### src/rtl/ram_stream_reader_if.sv
// Command, RAM read-port and output-stream bundle
// shared by ram_stream_reader and its environment.
interface ram_stream_reader_if #(
  parameter int DATA_WIDTH = 10,
  parameter int ADDR_WIDTH = 12
);
  logic                  cfg_start;
  logic [ADDR_WIDTH-1:0] cfg_base_addr;
  logic [ADDR_WIDTH:0]   cfg_num_words;
  logic [ADDR_WIDTH-1:0] cfg_stride;
  logic                  busy;
  logic                  done;
  logic                  mem_read_req;
  logic [ADDR_WIDTH-1:0] mem_read_addr;
  logic [DATA_WIDTH-1:0] mem_read_data;
  logic [DATA_WIDTH-1:0] m_data;
  logic                  m_valid;
  logic                  m_ready;
  logic                  m_last;

  modport master (
    input  cfg_start, cfg_base_addr,
    input  cfg_num_words, cfg_stride,
    input  mem_read_data, m_ready,
    output busy, done,
    output mem_read_req, mem_read_addr,
    output m_data, m_valid, m_last
  );

  modport slave (
    output cfg_start, cfg_base_addr,
    output cfg_num_words, cfg_stride,
    output mem_read_data, m_ready,
    input  busy, done,
    input  mem_read_req, mem_read_addr,
    input  m_data, m_valid, m_last
  );
endinterface

### src/rtl/ram_stream_reader.sv
// Strided scratchpad read engine feeding a valid/ready
// stream through a credit-checked skid FIFO.
module ram_stream_reader #(
  parameter int DATA_WIDTH   = 10,
  parameter int ADDR_WIDTH   = 12,
  parameter int READ_LATENCY = 1,
  parameter int FIFO_DEPTH   = READ_LATENCY + 2
) (
  input logic                 clk,
  input logic                 reset,
  ram_stream_reader_if.master bus
);
  localparam int CW = $clog2(FIFO_DEPTH + 1);
  localparam int PW = (FIFO_DEPTH > 1) ? $clog2(FIFO_DEPTH) : 1;
  localparam int NW = ADDR_WIDTH + 1;
  localparam logic [CW:0]   DEPTH_C = (CW+1)'(FIFO_DEPTH);
  localparam logic [PW-1:0] LAST_P  = PW'(FIFO_DEPTH - 1);

  typedef enum logic [1:0] {
    S_IDLE, S_RUN, S_DRAIN, S_DONE
  } state_e;

  state_e                state_q, state_d;
  logic [ADDR_WIDTH-1:0] addr_q, addr_d;
  logic [ADDR_WIDTH-1:0] stride_q, stride_d;
  logic [NW-1:0]         num_q, num_d;
  logic [NW-1:0]         issue_q, issue_d;
  logic [NW-1:0]         pop_q, pop_d;
  logic                  zero_q, zero_d;
  logic                  infl_q;

  logic [DATA_WIDTH-1:0] fifo_q [FIFO_DEPTH];
  logic [PW-1:0]         wptr_q, rptr_q;
  logic [CW-1:0]         cnt_q, cnt_d;

  logic        issue, push, pop, valid, is_last;
  logic [CW:0] credit;

  function automatic logic [PW-1:0] nxt(
    input logic [PW-1:0] p
  );
    return (p == LAST_P) ? '0 : p + PW'(1);
  endfunction

  always_comb begin
    state_d  = state_q;
    addr_d   = addr_q;
    stride_d = stride_q;
    num_d    = num_q;
    issue_d  = issue_q;
    pop_d    = pop_q;
    zero_d   = zero_q;
    issue    = 1'b0;
    // in-flight reads already own a FIFO slot
    credit  = {1'b0, cnt_q} + {{CW{1'b0}}, infl_q};
    valid   = (cnt_q != '0);
    pop     = valid & bus.m_ready;
    is_last = valid & (pop_q == num_q - NW'(1));
    if (pop) pop_d = pop_q + NW'(1);
    unique case (state_q)
      S_IDLE: begin
        if (bus.cfg_start) begin
          addr_d   = bus.cfg_base_addr;
          stride_d = bus.cfg_stride;
          num_d    = bus.cfg_num_words;
          issue_d  = '0;
          pop_d    = '0;
          zero_d   = (bus.cfg_num_words == '0);
          state_d  = zero_d ? S_DONE : S_RUN;
        end
      end
      S_RUN: begin
        if ((issue_q < num_q) &&
            (credit < DEPTH_C)) begin
          issue   = 1'b1;
          addr_d  = addr_q + stride_q;
          issue_d = issue_q + NW'(1);
          if (issue_d == num_q) state_d = S_DRAIN;
        end
      end
      S_DRAIN: begin
        if (pop & is_last) state_d = S_DONE;
      end
      S_DONE:  state_d = S_IDLE;
      default: state_d = S_IDLE;
    endcase
    push  = (READ_LATENCY == 0) ? issue : infl_q;
    cnt_d = cnt_q + CW'(push) - CW'(pop);
  end

  always_ff @(posedge clk) begin
    if (reset) begin
      state_q  <= S_IDLE;
      addr_q   <= '0;
      stride_q <= '0;
      num_q    <= '0;
      issue_q  <= '0;
      pop_q    <= '0;
      zero_q   <= 1'b0;
      infl_q   <= 1'b0;
    end else begin
      state_q  <= state_d;
      addr_q   <= addr_d;
      stride_q <= stride_d;
      num_q    <= num_d;
      issue_q  <= issue_d;
      pop_q    <= pop_d;
      zero_q   <= zero_d;
      infl_q   <= (READ_LATENCY == 1) ? issue : 1'b0;
    end
  end

  always_ff @(posedge clk) begin
    if (reset) begin
      for (int i = 0; i < FIFO_DEPTH; i++)
        fifo_q[i] <= '0;
      wptr_q <= '0;
      rptr_q <= '0;
      cnt_q  <= '0;
    end else begin
      if (push) begin
        fifo_q[wptr_q] <= bus.mem_read_data;
        wptr_q <= nxt(wptr_q);
      end
      if (pop) rptr_q <= nxt(rptr_q);
      cnt_q <= cnt_d;
    end
  end

  assign bus.busy = (state_q == S_RUN) |
                    (state_q == S_DRAIN) |
                    ((state_q == S_DONE) & zero_q);
  assign bus.done          = (state_q == S_DONE);
  assign bus.mem_read_req  = issue;
  assign bus.mem_read_addr = addr_q;
  assign bus.m_valid       = valid;
  assign bus.m_data        = fifo_q[rptr_q];
  assign bus.m_last        = is_last;
endmodule

### src/flat_wrapper.sv
// flat-port wrapper written by rule: the top's interface ports become plain ports
module ram_stream_reader_flat 
#(
  parameter int DATA_WIDTH   = 10,
  parameter int ADDR_WIDTH   = 12,
  parameter int READ_LATENCY = 1,
  parameter int FIFO_DEPTH   = READ_LATENCY + 2
)
  (clk, reset, bus_cfg_start, bus_cfg_base_addr, bus_cfg_num_words, bus_cfg_stride, bus_mem_read_data, bus_m_ready, bus_busy, bus_done, bus_mem_read_req, bus_mem_read_addr, bus_m_data, bus_m_valid, bus_m_last);
  ram_stream_reader_if #(.DATA_WIDTH(DATA_WIDTH), .ADDR_WIDTH(ADDR_WIDTH)) bus_i ();
  input logic clk;
  input logic reset;
  input wire logic [$bits(bus_i.cfg_start)-1:0] bus_cfg_start;
  input wire logic [$bits(bus_i.cfg_base_addr)-1:0] bus_cfg_base_addr;
  input wire logic [$bits(bus_i.cfg_num_words)-1:0] bus_cfg_num_words;
  input wire logic [$bits(bus_i.cfg_stride)-1:0] bus_cfg_stride;
  input wire logic [$bits(bus_i.mem_read_data)-1:0] bus_mem_read_data;
  input wire logic [$bits(bus_i.m_ready)-1:0] bus_m_ready;
  output wire logic [$bits(bus_i.busy)-1:0] bus_busy;
  output wire logic [$bits(bus_i.done)-1:0] bus_done;
  output wire logic [$bits(bus_i.mem_read_req)-1:0] bus_mem_read_req;
  output wire logic [$bits(bus_i.mem_read_addr)-1:0] bus_mem_read_addr;
  output wire logic [$bits(bus_i.m_data)-1:0] bus_m_data;
  output wire logic [$bits(bus_i.m_valid)-1:0] bus_m_valid;
  output wire logic [$bits(bus_i.m_last)-1:0] bus_m_last;
  assign bus_i.cfg_start = bus_cfg_start;
  assign bus_i.cfg_base_addr = bus_cfg_base_addr;
  assign bus_i.cfg_num_words = bus_cfg_num_words;
  assign bus_i.cfg_stride = bus_cfg_stride;
  assign bus_i.mem_read_data = bus_mem_read_data;
  assign bus_i.m_ready = bus_m_ready;
  assign bus_busy = bus_i.busy;
  assign bus_done = bus_i.done;
  assign bus_mem_read_req = bus_i.mem_read_req;
  assign bus_mem_read_addr = bus_i.mem_read_addr;
  assign bus_m_data = bus_i.m_data;
  assign bus_m_valid = bus_i.m_valid;
  assign bus_m_last = bus_i.m_last;
  ram_stream_reader #(.DATA_WIDTH(DATA_WIDTH), .ADDR_WIDTH(ADDR_WIDTH), .READ_LATENCY(READ_LATENCY), .FIFO_DEPTH(FIFO_DEPTH)) u_core (.clk(clk), .reset(reset), .bus(bus_i));
endmodule
### config.mk
export PLATFORM = sky130hd
export DESIGN_NAME = ram_stream_reader_flat
export DESIGN_NICKNAME = d
export VERILOG_FILES = /design/src/rtl/ram_stream_reader_if.sv /design/src/rtl/ram_stream_reader.sv /design/src/flat_wrapper.sv
export SDC_FILE = /design/constraint.sdc
export NUM_CORES = 1
export LEC_CHECK = 0
export ABC_AREA = 0
export BUFFER_PORTS_ARGS = -buffer_cell sky130_fd_sc_hd__buf_2
export CAP_MARGIN = 20
export CORE_UTILIZATION = 37
export DETAILED_ROUTE_END_ITERATION = 7
export SLEW_MARGIN = 10
export SYNTH_ARGS = -nofsm -noshare
export SYNTH_HDL_FRONTEND = slang
export SYNTH_SLANG_ARGS = --single-unit
### constraint.sdc
create_clock -name clk -period 2.3 [get_ports clk]
set_clock_uncertainty 0.1 [all_clocks]
set_input_delay 0.23 -clock clk [delete_from_list [all_inputs] [get_ports clk]]
set_output_delay 0.23 -clock clk [all_outputs]
set_load 0.05 [all_outputs]
==> summary.md <==
| Metric | Value |
|---|---|
| Clk Latency, worst-skew pair | 420 ps |
| First DRT Iteration DRCs | 274 |
| Worst stage delay on the critical path | 460 ps |
| CP Capture Type | output port |
| Syn Nets | 758 |
| Die Y-Extent | 135 um |
| Grt ovf | 0 |
| Final worst setup slack | -403 ps |
| WL/cell | 16.8 um |
| Buffers on Ports | 77 |
| Initial Util | 37.9% |
| CTS Buffer Depth | 2 |
| Top delay family on crit path | simple AND/OR/NAND/NOR gates |
| DR vias/cell | 5.29 |
| Share of layout cells above drive strength 1 | 36.4% |
| Yosys warns | 0 |
| Die Width | 135 um |
| Cell Area, Synth | 6530 sq um |
| Failing checks | negative setup slack |
| Fin cells | 1117 |
| Total track usage | 21.6% |
| TritonCTS Buffers | 17 |
| Fraction of registers with async set/reset | 0% |
| Peak supply drop | 0.000950 V |
| Design Power | 0.00970 W |
| MaxCap Viol Count | 0 |
| Core Region | 17200 sq um |
| Outcome | finished with violations |
| Most frequent cells in the layout | buf_4 (96), buf_2 (75), dfxtp_1 (65), nand2_1 (45), nor2_1 (41) |
| RSZ-0062 raised after global routing | yes |
| Hold EP | u_core.bus.mem_read_addr[9] |
| Worst slew margin | 53.7% |
| CP required | 1970 ps |
| Clock transition at the registers of the reported paths | 60 ps |
| Final instance area | 9290 sq um |
| Critical path buffers and inverters | 2 |
| Dpl cell area | 7830 sq um |
| R2R Setup Slk | -260 ps |
| Dpl ws | -327 ps |
| Reg2reg end | u_core.bus.mem_read_addr[1] |
| Crit Path Max Fanout | 5 |
| Min-Delay Startpoint | bus_cfg_base_addr[9] |
| FP Rows | 48 |
| Max frequency | 370 MHz |
| R2r startpoint | u_core.infl_q |
| CTS tree | yes |
| Synth Area per Inst | 9.73 sq um |
| Largest net degree at the start of global routing | 28 |
| RePlAce Congestion | 0.846 |
| Slew Viols, Final | 0 |
| Register area share after synthesis | 41.4% |
| Setup Crit Path Kind | reg -> out |
| Post-route ant nets | 0 |
| Layout area overhead | 42.3% |
| Worst Path Arrival | 2370 ps |
| Final core utilization | 53.9% |
| Die area | 18200 sq um |
| Final period util | 118% |
| Leak | 3.85 nW |
| Drt total wl | 18800 um |
| Worst slew pin tran | 692 ps |
| EDFF count, synth | 40 |
| Dpl hpwl | 13000 um |
| Min Tclk post-route | 2700 ps |
| Mapped Cells | 671 |
| Endpoints failing setup | 29 |
| Fin nets | 967 |
| Hold Crit Class | in -> reg |
| Hold path cells | 3 |
| Pwr dens | 1040 nW/um^2 |
| Yosys reg bits | 115 |
| Fillcell total | 1493 |
| Clk root buf | clkbuf_16 |
| Commonest non-fill, non-tap cell in the layout | buf_4 |
| Vias in the first global route | 6139 |
| First-pass GRT wire length | 30300 um |
| Clk sink count | 115 |
| Area taken by multi-input logic gates | 3890 sq um |
| H-tree depth | 4 |
| Synth cell types | 69 |
| Hold Fails Final Rpt | 0 |
| DRC violations left | 0 |
| Vias | 5907 |
| Critical path's slowest cell | or3_1 |
| Initial antenna violation count | 0 |
| Dpl cells | 1034 |
| Drt pass-1 iters | 5 |
| Startpoint Class | flip-flop |
| CP Cell Sequence | buf_4 > or3_1 > nor2_1 > xnor2_1 > o31ai_1 > and4_4 > buf_8 |
| Antenna cell count | 0 |
| I/O pins | 78 |
| Ys flop type | dfxtp_1 |
| R2R depth | 12 |
| Sequential cell area | 2720 sq um |
registers in the layout, summed over array words and instances (netlist names), named ones only:
register                  cells
u_core.state_q                2
u_core.fifo_q                40
u_core.cnt_q                  2
u_core.bus.mem_read_addr     12
u_core.stride_q              12
u_core.num_q                 13
u_core.rptr_q                 2
u_core.zero_q                 1
u_core.pop_q                 13
u_core.wptr_q                 2
u_core.infl_q                 1
u_core.issue_q               13
where the power goes:
part	switching (W)	internal [W]	total (W)
registers	0.000201	0.00238	0.00258
logic	0.00258	0.00203	0.00461
clock network	0.00102	0.00149	0.00251
cell usage after synthesis (15+ instances only):
| library cell | count | area share [%] |
|---|---|---|
| inv_1 | 29 | 1.7 |
| nand2_1 | 45 | 2.6 |
| nor2_1 | 46 | 2.6 |
| xor2_1 | 24 | 3.2 |
| ha_1 | 35 | 6.7 |
| mux2i_1 | 15 | 2.3 |
| and2_1 | 31 | 3.0 |
| edfxtp_1 | 40 | 18 |
| dfxtp_1 | 75 | 23 |
| xnor2_1 | 22 | 3.0 |
| nand3_1 | 15 | 1.2 |
| a21oi_1 | 40 | 3.1 |
| o21ai_0 | 38 | 2.9 |
| clkbuf_1 | 23 | 1.3 |
what timing repair did:
action,in CTS,in global routing
gates cloned,4,0
buffers inserted,9,6
pin swaps,32,21
hold buffers,36,0
endpoints found under the setup margin,30,29
resized for setup,61,29
hold endpoints to repair,36,0
metal layers:
metal	routed length, um	GRT usage [%]
met4	430	9.55
met2	9550	38.2
met3	606	4.02
met1	8210	25.4
met5	0	0
cells by family after synthesis:
| family | after synthesis | share of synthesized area [%] |
|---|---|---|
| mux | 25 | 5.75 |
| compound gates | 149 | 15.1 |
| simple gates | 233 | 19.8 |
| fa+ha+maj | 36 | 7.02 |
| buf+inv | 67 | 4.83 |
| xor+xnor | 46 | 6.17 |
| flops | 115 | 41.4 |
worst min-delay path, delay by kind of cell:
kind / cells / cell delay [ps]
AOI/OAI and AO/OA: 1 / 130
buffers and inverters: 1 / 80
muxes: 1 / 70
per-stage QoR:
step	TNS (ps)	hold WS (ps)
final	-5960	30.8
after global routing	-8780	14.6
after CTS	-6180	20.2
after detailed placement	-5650	341
after global placement	-3540	336
after floorplan	-41.9	229
area by class of cell:
class / count / share of cell area, %
inverters: 30 / 1.21
clock inverters: 14 / 1.40
multi-input cells: 490 / 41.9
repair buffers: 226 / 18.6
flip-flops and latches: 115 / 29.3
well taps: 225 / 3.03
clock buffers: 17 / 4.58
worst max path at each step:
stage	to	slack [ps]	start	cells after the start
6_report	bus_m_last	-400	u_core.num_q[5]	7
5_1_grt	bus_m_last	-460	u_core.num_q[0]	8
4_1_cts	bus_m_last	-370	u_core.num_q[0]	8
3_5_place_dp	u_core.state_q[0]	-330	u_core.infl_q	10
3_3_place_gp	u_core.issue_q[1]	-230	u_core.infl_q	10
2_1_floorplan	u_core.issue_q[8]	-20	u_core.infl_q	9
Power figures use the tool's default switching activity.
